## src/rtl/fir_stream_arbiter.sv

```systemverilog
// Packet-granular round-robin arbiter feeding one FIR datapath from two AXI-Stream sources.
// Define FIR_ARB_FLUSH_EN to append FLUSH_LEN zero beats after every packet.
module fir_stream_arbiter #(
  parameter int DATA_W      = 16,
  parameter int MAX_PKT_LEN = 256,
  parameter int FLUSH_LEN   = 15
) (
  input  logic              clk,
  input  logic              reset,
  input  logic [DATA_W-1:0] s0_axis_tdata,
  input  logic              s0_axis_tvalid,
  input  logic              s0_axis_tlast,
  output logic              s0_axis_tready,
  input  logic [DATA_W-1:0] s1_axis_tdata,
  input  logic              s1_axis_tvalid,
  input  logic              s1_axis_tlast,
  output logic              s1_axis_tready,
  output logic [DATA_W-1:0] m_axis_fir_tdata,
  output logic              m_axis_fir_tvalid,
  output logic              m_axis_fir_tlast,
  input  logic              m_axis_fir_tready,
  output logic              m_axis_fir_tdest,
  output logic              m_flush,
  output logic              err_overlen,
  input  logic              err_clr
);
  localparam logic [1:0]  IDLE      = 2'd0;
  localparam logic [1:0]  GRANT0    = 2'd1;
  localparam logic [1:0]  GRANT1    = 2'd2;
  localparam logic [15:0] LAST_BEAT = 16'(MAX_PKT_LEN - 1);

`ifdef FIR_ARB_FLUSH_EN
  localparam logic [1:0] FLUSH = 2'd3;
  localparam int         FW    = (FLUSH_LEN > 1) ? $clog2(FLUSH_LEN) : 1;
  logic [FW-1:0] flush_cnt;
`else
  logic unused_flush_len;
  assign unused_flush_len = |FLUSH_LEN;
`endif

  logic [1:0]        state;
  logic              last_grant;
  logic [15:0]       beat_cnt;
  logic              in_grant, sel, sel_valid, sel_last, at_max, accept, trunc;
  logic [DATA_W-1:0] sel_data;

  assign in_grant  = (state == GRANT0) || (state == GRANT1);
  assign sel       = (state == GRANT1);
  assign sel_data  = sel ? s1_axis_tdata  : s0_axis_tdata;
  assign sel_valid = sel ? s1_axis_tvalid : s0_axis_tvalid;
  assign sel_last  = sel ? s1_axis_tlast  : s0_axis_tlast;
  assign at_max    = (beat_cnt == LAST_BEAT);
  assign accept    = m_axis_fir_tvalid && m_axis_fir_tready;
  // Cutting a packet at the length limit is only an error if the source did not end it there itself.
  assign trunc     = in_grant && accept && at_max && !sel_last;

  always_comb begin
    m_axis_fir_tdata  = '0;
    m_axis_fir_tvalid = 1'b0;
    m_axis_fir_tlast  = 1'b0;
    m_axis_fir_tdest  = 1'b0;
    m_flush           = 1'b0;
    s0_axis_tready    = (state == GRANT0) && m_axis_fir_tready;
    s1_axis_tready    = (state == GRANT1) && m_axis_fir_tready;
    if (in_grant) begin
      m_axis_fir_tdata  = sel_data;
      m_axis_fir_tvalid = sel_valid;
      m_axis_fir_tlast  = sel_last || at_max;
      m_axis_fir_tdest  = sel;
    end
`ifdef FIR_ARB_FLUSH_EN
    else if (state == FLUSH) begin
      m_axis_fir_tvalid = 1'b1;
      m_axis_fir_tlast  = (flush_cnt == FW'(FLUSH_LEN - 1));
      m_axis_fir_tdest  = last_grant;
      m_flush           = 1'b1;
    end
`endif
  end

  always_ff @(posedge clk) begin
    if (reset) begin
      state       <= IDLE;
      last_grant  <= 1'b1;
      beat_cnt    <= '0;
      err_overlen <= 1'b0;
`ifdef FIR_ARB_FLUSH_EN
      flush_cnt   <= '0;
`endif
    end else begin
      if (trunc)        err_overlen <= 1'b1;
      else if (err_clr) err_overlen <= 1'b0;
      case (state)
        IDLE: begin
          // On a tie the source that did not go last wins.
          if (s0_axis_tvalid && (!s1_axis_tvalid || last_grant)) begin
            state      <= GRANT0;
            last_grant <= 1'b0;
            beat_cnt   <= '0;
          end else if (s1_axis_tvalid) begin
            state      <= GRANT1;
            last_grant <= 1'b1;
            beat_cnt   <= '0;
          end
        end
        GRANT0, GRANT1: begin
          if (accept) begin
            beat_cnt <= beat_cnt + 16'd1;
            if (m_axis_fir_tlast) begin
`ifdef FIR_ARB_FLUSH_EN
              state <= FLUSH;
`else
              state <= IDLE;
`endif
            end
          end
        end
`ifdef FIR_ARB_FLUSH_EN
        FLUSH: begin
          if (accept) begin
            if (m_axis_fir_tlast) begin
              flush_cnt <= '0;
              state     <= IDLE;
            end else begin
              flush_cnt <= flush_cnt + 1'b1;
            end
          end
        end
`endif
        default: state <= IDLE;
      endcase
    end
  end
endmodule

```

## config.mk

```make
export PLATFORM = sky130hd
export DESIGN_NAME = fir_stream_arbiter
export DESIGN_NICKNAME = d
export VERILOG_FILES = /design/src/rtl/fir_stream_arbiter.sv
export SDC_FILE = /design/constraint.sdc
export NUM_CORES = 1
export LEC_CHECK = 0
export BUFFER_PORTS_ARGS = -buffer_cell sky130_fd_sc_hd__buf_2
export CAP_MARGIN = 20
export CORE_MARGIN = 2
export CORE_UTILIZATION = 52
export DETAILED_ROUTE_END_ITERATION = 8
export HOLD_SLACK_MARGIN = 0.02
export PLACE_DENSITY_LB_ADDON = 0.1
export REMOVE_ABC_BUFFERS = 1
export SKIP_LAST_GASP = 1
export SYNTH_ARGS = -nofsm -noshare
export SYNTH_HDL_FRONTEND = slang
export SYNTH_SLANG_ARGS = --single-unit
export TNS_END_PERCENT = 1
```

## constraint.sdc

```tcl
create_clock -name clk -period 4.7 [get_ports clk]
set_input_delay 1.41 -clock clk [delete_from_list [all_inputs] [get_ports clk]]
set_output_delay 1.41 -clock clk [all_outputs]
set_load 0.03 [all_outputs]
```

== After elaboration in Yosys (flattened, before gate mapping) ==
Index checks and enable logic that the tools add are counted.
Operators by class
  add/sub/neg operators: 1
  equality and inequality tests: 6
  multiplexer cells: 20
  reduce and logical (&&, ||, !) cells: 20
Operators by type and width (number)
  $mux 16: 5
  $pmux 16 s2: 1
  $add 16x1->16 const B: 1
  $eq 16x8->1 const B: 1
  $mux 1: 9
  $mux 2: 4
  $logic_and 1x1->1: 7
  $reduce_and 3->1: 2
  $reduce_bool 2->1: 3
  $ne 2x2->1 const B: 2
  $pmux 2 s2: 1
  $logic_or 1x1->1: 3
  $ne 3x3->1 const B: 1
  $eq 2x1->1 const B: 1
  $eq 2x2->1 const B: 1
  $logic_not 1->1: 2
  $logic_not 2->1: 1
  $reduce_and 2->1: 1
  $reduce_or 2->1: 1
Storage, ports and cells
  register bits after elaboration: 20
  input bits: 40
  word-level logic and storage cells: 51

== Logic depth before layout (Yosys ltp) ==
Gate-level depths: netlist of run 1.
  word-level depth: 8
  gate-level depth with buffers: 8
  depth with buffers taken out: 6

== Least setup slack after synthesis of run 1 ==
No wires, ideal clock.
  path kind: input to output
  start: input port s1_axis_tlast
  end: output port m_axis_fir_tlast
  data arrival time: 2.198 ns
  required time: 3.290 ns
  setup slack: 1.092 ns
  stages on the path: 2
  path buffers: 0
  cells stage by stage: mux2i_1 -> a21boi_0
Between the ends
  cells in the longest elaborated chain, start to end: 3
RTL lines
  from (decl): line 16  | input logic s1_axis_tlast,
  $mux 1: line 51  | assign sel_last = sel ? s1_axis_tlast : s0_axis_tlast;
  $logic_or 1x1->1: line 68  | m_axis_fir_tlast = sel_last || at_max;
  $mux 1: line 65  | if (in_grant) begin
  to (decl): line 20  | output logic m_axis_fir_tlast,
Every way passes these cells.

== Worst setup path in the final report of run 1 ==
  start: input port s0_axis_tvalid
  end: output port m_axis_fir_tvalid
Between the ends
  cells in the longest elaborated chain, start to end: 2
RTL lines
  from (decl): line 11  | input logic s0_axis_tvalid,
  $mux 1: line 50  | assign sel_valid = sel ? s1_axis_tvalid : s0_axis_tvalid;
  $mux 1: line 65
  to (decl): line 19  | output logic m_axis_fir_tvalid,
Every way passes these cells.

==> results_dict.tcl, run 1 <==
set metrics [dict create \
    status "finished, final reports clean" \
    hold_slack_ns 0.4789 \
    drc_errors 0 \
    fin_util_pct 67.24 \
    power_switching_w 0.0004078 \
    dp_hpwl_um 3162 \
    first_iter_violations 46 \
    min_period_ns 3.558 \
    track_usage_pct 22.82 \
    yosysWarnings 0 \
    synth.distinct_cells 42 \
    layout_common_cells "buf_2, mux2i_1, dfxtp_1" \
    rows 19 \
    start_util_pct 55.13 \
    met1_usage_pct 25.97 \
    vias 1601 \
    clk_pin_slew_ns 0.12 \
    cts.repair_timing.setup_buffer_count 0 \
    cp-start-kind "input pin" \
    antenna_found_initial 0 \
    avgRoutedWirePerCell_um 15.03 \
    power_leakage_nw 0.7623 \
    area_growth_pct 21.98 \
    die_x_um 58.07 \
    grt.met2_usage_pct 42.37 \
    design.core.area_um2 2758 \
    htreeDepth 1 \
    clock_latency_ns 0.31 \
    tritoncts "yes" \
    grt_max_degree 25 \
    viasPerCell 5.886 \
    dieArea_um2 3372 \
    ir_worst_vdd_mv 0.4079 \
    worstSetupEndpointType "output pin" \
    tightest_slew_ns 0.8304 \
    io_buffers 61 \
    hold_class "reg -> reg" \
    post-place-ws_ns 1.142 \
    hold_viol 0 \
    antenna_cells 0 \
    seqPwrFrac_pct 23.0 \
    busiest_layer "met2" \
    grt_use_met3_pct 4.018 \
    layout-drive-gt1-share_pct 29.46 \
    async_flop_share_pct 0 \
    critPathKind "in -> out" \
    p_int_w 0.0004040 \
    cap_violations 0 \
    overflow 0 \
    final_common_cell "buf_2" \
    synthCells 184 \
    drt_pass1_iterations 4 \
    cts.path.max_buffers 2 \
    ant_nets 0 \
    fmax_ghz 0.2811 \
    skew_ns 0.004111 \
    p_comb_share_pct 64.2 \
    synthFlopType "dfxtp_1" \
    totalNegativeSetupSlack_ns 0 \
    max_slew_margin_pct 44.59 \
    synth_area_um2 1520 \
    avgSynthCellArea_um2 8.262 \
    layout_setup_ws_ns 1.142 \
    seq_area_frac_synth_pct 26.34 \
    cp.arrival_ns 2.15 \
    cts-root-buf "clkbuf_4" \
    clock_sinks 20 \
    required_ns 3.29 \
    drt-total-wl_um 4089 \
    worst-path-max-fanout 6 \
    cts_resized 0 \
    switching_share_pct 50.23 \
    clock_power_share_pct 12.8 \
    maxSlewViolCount 0 \
    gp_congestion 0.8286 \
    cts_hold_buf 0 \
    synth-edff-count 0 \
    power.density_nw_per_um2 437.8 \
    die_h_um 58.07 \
    ioPinCount 63 \
    grt_pass1_vias 1356 \
    grt_pass1_wl_um 5954 \
    fin_nets 287 \
    finalSetupViolations 0 \
    grt_setup_unrepaired "false" \
    numCtsBuffers 3 \
    synth_seq_cells 20 \
    post-route-period-util_pct 75.70 \
]
-- metal layers --
metal	wire length, um	share of wire (%)	vias up
li1	-	-	796
met1	1656	40	735
met2	2090	51	63
met3	281	6.9	7
met4	61	1.5	0
met5	0	0	-
-- final timing paths --
kind                  start           endpoint  slack [ns]  cells after the start
max          s0_axis_tvalid  m_axis_fir_tvalid        1.14                      4
min            beat_cnt[15]       beat_cnt[15]        0.48                      2
max reg2reg        state[0]        beat_cnt[5]        2.12                      6
min reg2reg    beat_cnt[15]       beat_cnt[15]        0.48                      2
-- synth_stat cells, types with 2 or more instances --
cell	n	area share, %
clkbuf_1	4	0.99
o311ai_0	2	1.2
or3_1	3	1.2
mux2i_1	22	14
buf_4	3	1.5
o21ai_0	2	0.66
nor2b_1	16	6.6
o31ai_1	5	2.5
o32ai_1	2	1.2
nor2_1	5	1.2
dfxtp_1	20	26
a21boi_0	2	0.99
inv_1	5	1.2
and2_1	7	2.9
nand2b_1	7	2.9
ha_1	5	4.1
and3_1	2	0.82
and4_1	2	1.2
nand4_1	6	2.5
or4_1	6	3.0
nand2_1	12	3.0
nor3_1	3	0.99
o211ai_1	2	0.99
or2_2	2	0.82
a21o_1	2	0.99
nand3_1	8	2.6
a21oi_1	10	3.3
nor4_1	4	1.6
a31oi_1	2	0.82
-- cells by family after synthesis --
group	share of synthesized area [%]
adders and majority gates	4.115
AOI/OAI and AO/OA	16.21
muxes	15.47
other	0.2467
and+or+nand+nor	32.84
buffers and inverters	4.773
DFF	26.34
-- per-stage QoR --
stage,total power (W),cells,instance area [um^2]
floorplan,0.0005749,175,1466
global placement,0.0006895,268,1818
detailed placement,0.0007095,268,1818
CTS,0.0008129,272,1854
global route,0.0008570,272,1854
finish,0.0008118,272,1854
-- power by group through the flow --
stage	logic, W	registers (W)	clock network, W
after floorplan	0.000387	0.000188	0
after global placement	0.000501	0.000189	0
after detailed placement	0.000519	0.000190	0
after CTS	0.000521	0.000186	0.000106
after global routing	0.000558	0.000188	0.000111
final	0.000521	0.000187	0.000104
-- critical path, stage by stage --
cell and delay [ns]:
buf_2 0.13, mux2_4 0.28, and2_1 0.15, buf_2 0.17
-- layout make-up --
cell class	count	area, um^2
fillers	242	903.4
inverters	5	18.77
repair buffers	62	312.8
well taps	31	38.79
clock buffers	4	36.28
flip-flops and latches	20	400.4
multi-input cells	150	1047
-- flip-flops by register name, indices dropped and copies added, names as in the netlist --
signal       count
last_grant       1
err_overlen      1
state            2
beat_cnt        16
(Power assumes the default switching activity.)
==> run 2, diff against run 1 <==
--- a/config.mk
+++ b/config.mk
@@ -8,7 +8,7 @@
 export BUFFER_PORTS_ARGS = -buffer_cell sky130_fd_sc_hd__buf_2
 export CAP_MARGIN = 20
 export CORE_MARGIN = 2
-export CORE_UTILIZATION = 52
+export CORE_UTILIZATION = 48
 export DETAILED_ROUTE_END_ITERATION = 8
 export HOLD_SLACK_MARGIN = 0.02
 export PLACE_DENSITY_LB_ADDON = 0.1
==> constraint.sdc (replaced) <==
create_clock -name clk -period 3.7 [get_ports clk]
set_input_delay 1.11 -clock clk [delete_from_list [all_inputs] [get_ports clk]]
set_output_delay 1.11 -clock clk [all_outputs]
set_load 0.03 [all_outputs]
==> run 2 against run 1 <==
Worst hold slack worse by 0.0030 ns. Die area rose by 7.7%. Clock power is 25% higher. Critical path type is now reg -> out. Highest routed layer unchanged.
==> results_dict.tcl, run 2 (synthesis gave the netlist of run 1 again) <==
set metrics [dict create \
    cts_hold_buf 0 \
    die_x_um 60.28 \
    power.density_nw_per_um2 549.6 \
    grt_pass1_vias 1324 \
    antenna_found_initial 0 \
    cp.arrival_ns 2.03 \
    cts_resized 0 \
    skew_ns 0.006767 \
    fillers 295 \
    status "finished, final reports clean" \
    dp_hpwl_um 3035 \
    grt_pass1_wl_um 6127 \
    area_growth_pct 23.87 \
    viasPerCell 5.432 \
    antenna_cells 0 \
    vias 1548 \
    cts-root-buf "clkbuf_4" \
    design.core.area_um2 3028 \
    finalSetupViolations 0 \
    cap_violations 0 \
    top_register "beat_cnt" \
    worstHoldPathCells 2 \
    final_cells 285 \
    seqCellArea_um2 400.4 \
    hold_viol 0 \
    rows 20 \
    worstHoldEndpoint "err_overlen" \
    layout-drive-gt1-share_pct 29.46 \
    hold_slack_ns 0.4759 \
    rrSetupSlack_ns 0.89 \
    drc_errors 0 \
    required_ns 2.59 \
    rr_startpoint "state[0]" \
    cts.repair_timing.setup_buffer_count 0 \
    tightest_slew_ns 0.8342 \
    ioPinCount 63 \
    largest_reg_flops 16 \
    gp_congestion 0.7689 \
    grt_max_degree 25 \
    htreeDepth 1 \
    critPathKind "reg -> out" \
    grt_setup_unrepaired "false" \
    layout_common_cells "buf_2, mux2i_1, dfxtp_1" \
    totalNegativeSetupSlack_ns 0 \
    fin_total_pwr_w 0.001035 \
    clock_sinks 20 \
    final_common_cell "buf_2" \
    drt-total-wl_um 3859 \
    track_usage_pct 22.24 \
    min_from "err_overlen" \
    avgRoutedWirePerCell_um 13.54 \
    worstSetupEndpointType "output pin" \
    multi_input_area_um2 1047 \
    reg.largest.list "beat_cnt (16), state (2)" \
    dp.cells 281 \
    fin_nets 287 \
    hold_class "reg -> reg" \
    max_slew_margin_pct 44.33 \
    worst-path-max-fanout 11 \
    clock_latency_ns 0.31 \
    cp-start-kind "flip-flop" \
    r2r_end "beat_cnt[5]" \
    maxSlewViolCount 0 \
    tritoncts "yes" \
    min_period_ns 3.136 \
    clk_pin_slew_ns 0.12 \
    first_iter_violations 75 \
    drt_pass1_iterations 4 \
    cts.path.max_buffers 2 \
    io_buffers 61 \
    ff2ff_path_depth 7 \
    ant_nets 0 \
    fmax_ghz 0.3189 \
    post-route-period-util_pct 84.76 \
    start_util_pct 50.21 \
    die_h_um 60.28 \
    fin_util_pct 62.19 \
    numCtsBuffers 3 \
    ir_worst_vdd_mv 0.2689 \
    power_leakage_nw 0.7653 \
    overflow 0 \
    dieArea_um2 3633 \
]
## run 2: metrics by stage
stage	instance area, um^2	setup WS (ns)
floorplan	1466	0.4791
global placement	1847	0.7577
CTS	1883	0.5310
global route	1883	0.3903
detailed placement	1847	0.7491
finish	1883	0.5641
## run 2: report_power, final
group          switching, W  internal (W)  total (W)
clock network     0.0000703     0.0000601   0.000130
registers        0.00000934      0.000227   0.000236
logic              0.000435      0.000234   0.000668
total              0.000514      0.000521    0.00103
## run 2: layer usage
| layer | wire length (um) | global-route usage [%] | vias up |
|---|---|---|---|
| met1 | 1695 | 28.22 | 691 |
| li1 | - | - | 798 |
| met3 | 303 | 2.814 | 5 |
| met5 | 0 | 0 | - |
| met4 | 49 | 6.984 | 0 |
| met2 | 1810 | 38.66 | 54 |
## run 2: worst max path at each step
stage | from | to | slack, ns
after floorplan | state[0] | m_axis_fir_tlast | 0.48
after global placement | s0_axis_tvalid | m_axis_fir_tvalid | 0.76
after detailed placement | s0_axis_tvalid | m_axis_fir_tvalid | 0.75
after CTS | state[0] | m_axis_fir_tdata[15] | 0.53
after global routing | state[0] | m_axis_fir_tdata[15] | 0.39
final | state[0] | m_axis_fir_tvalid | 0.56
## run 2: worst max-delay path: stages (launching register included)
cell and delay, ns:
dfxtp_1 0.33, inv_1 0.11, ha_1 0.59, mux2_4 0.36
and2_1 0.15, buf_2 0.17
## run 2: cell type report
class	count	area share [%]
inverters	5	0.9967
flip-flops and latches	20	21.26
well taps	44	2.924
multi-input cells	150	55.61
clock buffers	4	1.927
repair buffers	62	17.28
==> run 3, diff against run 2 <==
--- a/config.mk
+++ b/config.mk
@@ -5,6 +5,7 @@
 export SDC_FILE = /design/constraint.sdc
 export NUM_CORES = 1
 export LEC_CHECK = 0
+export ABC_AREA = 1
 export BUFFER_PORTS_ARGS = -buffer_cell sky130_fd_sc_hd__buf_2
 export CAP_MARGIN = 20
 export CORE_MARGIN = 2
==> constraint.sdc (replaced) <==
create_clock -name clk -period 2.9 [get_ports clk]
set_input_delay 0.87 -clock clk [delete_from_list [all_inputs] [get_ports clk]]
set_output_delay 0.87 -clock clk [all_outputs]
set_load 0.03 [all_outputs]
==> run 3 against run 2 <==
Clock power rose by 82%. Routed wire length fell by 3.8%. Synthesized cell count rose by 38%. Utilization barely moved. Sequential share of layout area rose by 0.17 points. Setup slack got worse by 0.37 ns. Via count rose by 10%. Register-to-register slack got worse by 0.12 ns. Cell count rose by 21%. Critical path type unchanged. Largest power group unchanged.
==> results_dict.tcl, run 3 <==
set metrics [dict create \
    top_register "beat_cnt" \
    drt-total-wl_um 3712 \
    antenna_found_initial 0 \
    synth_top_area_share_pct 26.80 \
    ant_nets 0 \
    power_leakage_nw 0.9519 \
    clk_pin_slew_ns 0.12 \
    reg.largest.list "beat_cnt (16), state (2)" \
    r2r_end "beat_cnt[13]" \
    io_buffers 61 \
    synth-edff-count 0 \
    hold_slack_ns 0.4853 \
    cpMaxStageDelayCell "dfxtp_1" \
    cp.arrival_ns 1.83 \
    viasPerCell 4.922 \
    required_ns 2.03 \
    htreeDepth 1 \
    min_period_ns 2.703 \
    grt_setup_unrepaired "false" \
    synth-compound-area-share_pct 15.41 \
    cts.path.max_buffers 2 \
    layout-drive-gt1-share_pct 25.56 \
    power.density_nw_per_um2 1023 \
    seq_area_frac_synth_pct 26.80 \
    cts_resized 0 \
    p_comb_share_pct 70.9 \
    synth_seq_cells 20 \
    grt_max_degree 25 \
    cts.repair_timing.setup_buffer_count 0 \
    avgSynthCellArea_um2 5.882 \
    critPathMaxStageDelay_ns 0.38 \
    crit_start "state[0]" \
    status "finished, final reports clean" \
    largest_reg_flops 16 \
    synth_common_cells "nor2_1, nand2_1, inv_1, o21ai_0, dfxtp_1" \
    grt_pass1_vias 1418 \
    maxSlewViolCount 0 \
    switching_share_pct 57.59 \
    fin_nets 359 \
    design.core.area_um2 3003 \
    cts-root-buf "clkbuf_4" \
    rrSetupSlack_ns 0.77 \
    area_growth_pct 25.04 \
    finalSetupViolations 0 \
    p_int_w 0.0008105 \
    clock_latency_ns 0.31 \
    avgRoutedWirePerCell_um 10.73 \
    clock_sinks 20 \
    drt_pass1_iterations 4 \
    antenna_cells 0 \
    synth.distinct_cells 28 \
    crit_end "m_axis_fir_tlast" \
    worst-path-max-fanout 8 \
    critPathKind "reg -> out" \
    path_cells "inv_1, ha_1, or2_2, o21ai_1, a21oi_1, buf_2" \
    ir_worst_vdd_mv 0.7740 \
    cap_violations 0 \
    async_flop_share_pct 0 \
    dp_hpwl_um 2847 \
    cts_hold_buf 0 \
    hold_viol 0 \
    die_h_um 59.79 \
    final_common_cell "buf_2" \
    synth_area_um2 1494 \
    die_x_um 59.79 \
    yosys-top-cells-area "dfxtp_1, nor2_1, nand2_1" \
    start_util_pct 49.75 \
    tritoncts "yes" \
    synth_top_cell_by_area "dfxtp_1" \
    muxShareOfSynthArea_pct 0 \
    layout_common_cells "buf_2, nor2_1, nand2_1" \
    synth_top_family_by_area "simple AND/OR/NAND/NOR gates" \
    skew_ns 0.001698 \
    ff2ff_path_depth 14 \
    yosysMostFrequentCell "nor2_1" \
    rr_startpoint "state[1]" \
    synthFlopType "dfxtp_1" \
    cp-start-kind "flip-flop" \
    dieArea_um2 3575 \
    synthCells 254 \
    numCtsBuffers 3 \
    totalNegativeSetupSlack_ns 0 \
    post-route-period-util_pct 93.22 \
    vias 1703 \
    first_iter_violations 85 \
    ioPinCount 63 \
    overflow 0 \
    hold_class "reg -> reg" \
    yosysWarnings 0 \
    clock_power_share_pct 12.4 \
    grt_pass1_wl_um 6127 \
    synth_xor_area_share_pct 1.173 \
    gp_congestion 0.8198 \
    seqPwrFrac_pct 16.7 \
    yosys.area_share.adder_pct 4.188 \
    power_switching_w 0.001101 \
    fmax_ghz 0.3699 \
    yosys.area_share.simple_pct 40.37 \
    drc_errors 0 \
    rows 20 \
    track_usage_pct 21.86 \
    worstSetupEndpointType "output pin" \
]
## run 3: power groups by stage
| stage | clock, W | sequential, W | combinational (W) |
|---|---|---|---|
| 2_1_floorplan | 0 | 0.000320 | 0.000981 |
| 3_5_place_dp | 0 | 0.000325 | 0.00137 |
| 3_3_place_gp | 0 | 0.000324 | 0.00137 |
| 5_1_grt | 0.000254 | 0.000323 | 0.00151 |
| 4_1_cts | 0.000241 | 0.000319 | 0.00137 |
| 6_report | 0.000236 | 0.000319 | 0.00136 |
## run 3: final cells by class
class,instances,area (um^2)
tap,33,41.29
multi-input combinational,192,917.1
sequential,20,400.4
inverter,32,121.4
clock buffer,3,22.52
timing repair buffer,65,335.3
fill,314,1135
clock inverter,1,30.03
## run 3: through the flow
step / std cells / utilization, % / cell area [um^2] / total power [W] / worst slack (ns)
2_1_floorplan: 244 / - / 1439 / 0.001301 / 0.3279
3_3_place_gp: 342 / 60.46 / 1815 / 0.001690 / 0.3731
3_5_place_dp: 342 / 60.46 / 1815 / 0.001695 / 0.3642
4_1_cts: 346 / 62.21 / 1868 / 0.001930 / 0.1694
5_1_grt: 346 / 62.21 / 1868 / 0.002084 / 0.07315
6_report: 346 / 62.21 / 1868 / 0.001911 / 0.1966
## run 3: logic make-up (layout without fill, tap and decap cells)
logic type               after synthesis  in the layout
flip-flops                            20             20
AO/OA/AOI/OAI                         45             45
AND/OR/NAND/NOR                      139            139
other                                  1              1
buffers and inverters                 42            101
adder cells (fa/ha/maj)                5              5
XOR/XNOR                               2              2
## run 3: worst min-delay path by stage
stage,start,to,depth (start not counted)
floorplan,last_grant,last_grant,2
global placement,beat_cnt[4],beat_cnt[4],2
detailed placement,last_grant,last_grant,2
CTS,last_grant,last_grant,2
global route,beat_cnt[1],beat_cnt[1],2
finish,err_overlen,err_overlen,2
## run 3: per-layer routing
metal | track usage (%) | part of all wire [%]
met3 | 4.113 | 3.6
met5 | 0 | 0
met4 | 4.127 | 0.59
met2 | 37.73 | 48
met1 | 28.35 | 47
## run 3: critical path: cells and delay by family, from the launching register on
family | cells | cell delay, ns
DFF | 1 | 0.38
and+or+nand+nor | 1 | 0.32
adders and majority gates | 1 | 0.29
buffers and inverters | 2 | 0.27
AOI/OAI and AO/OA | 2 | 0.26
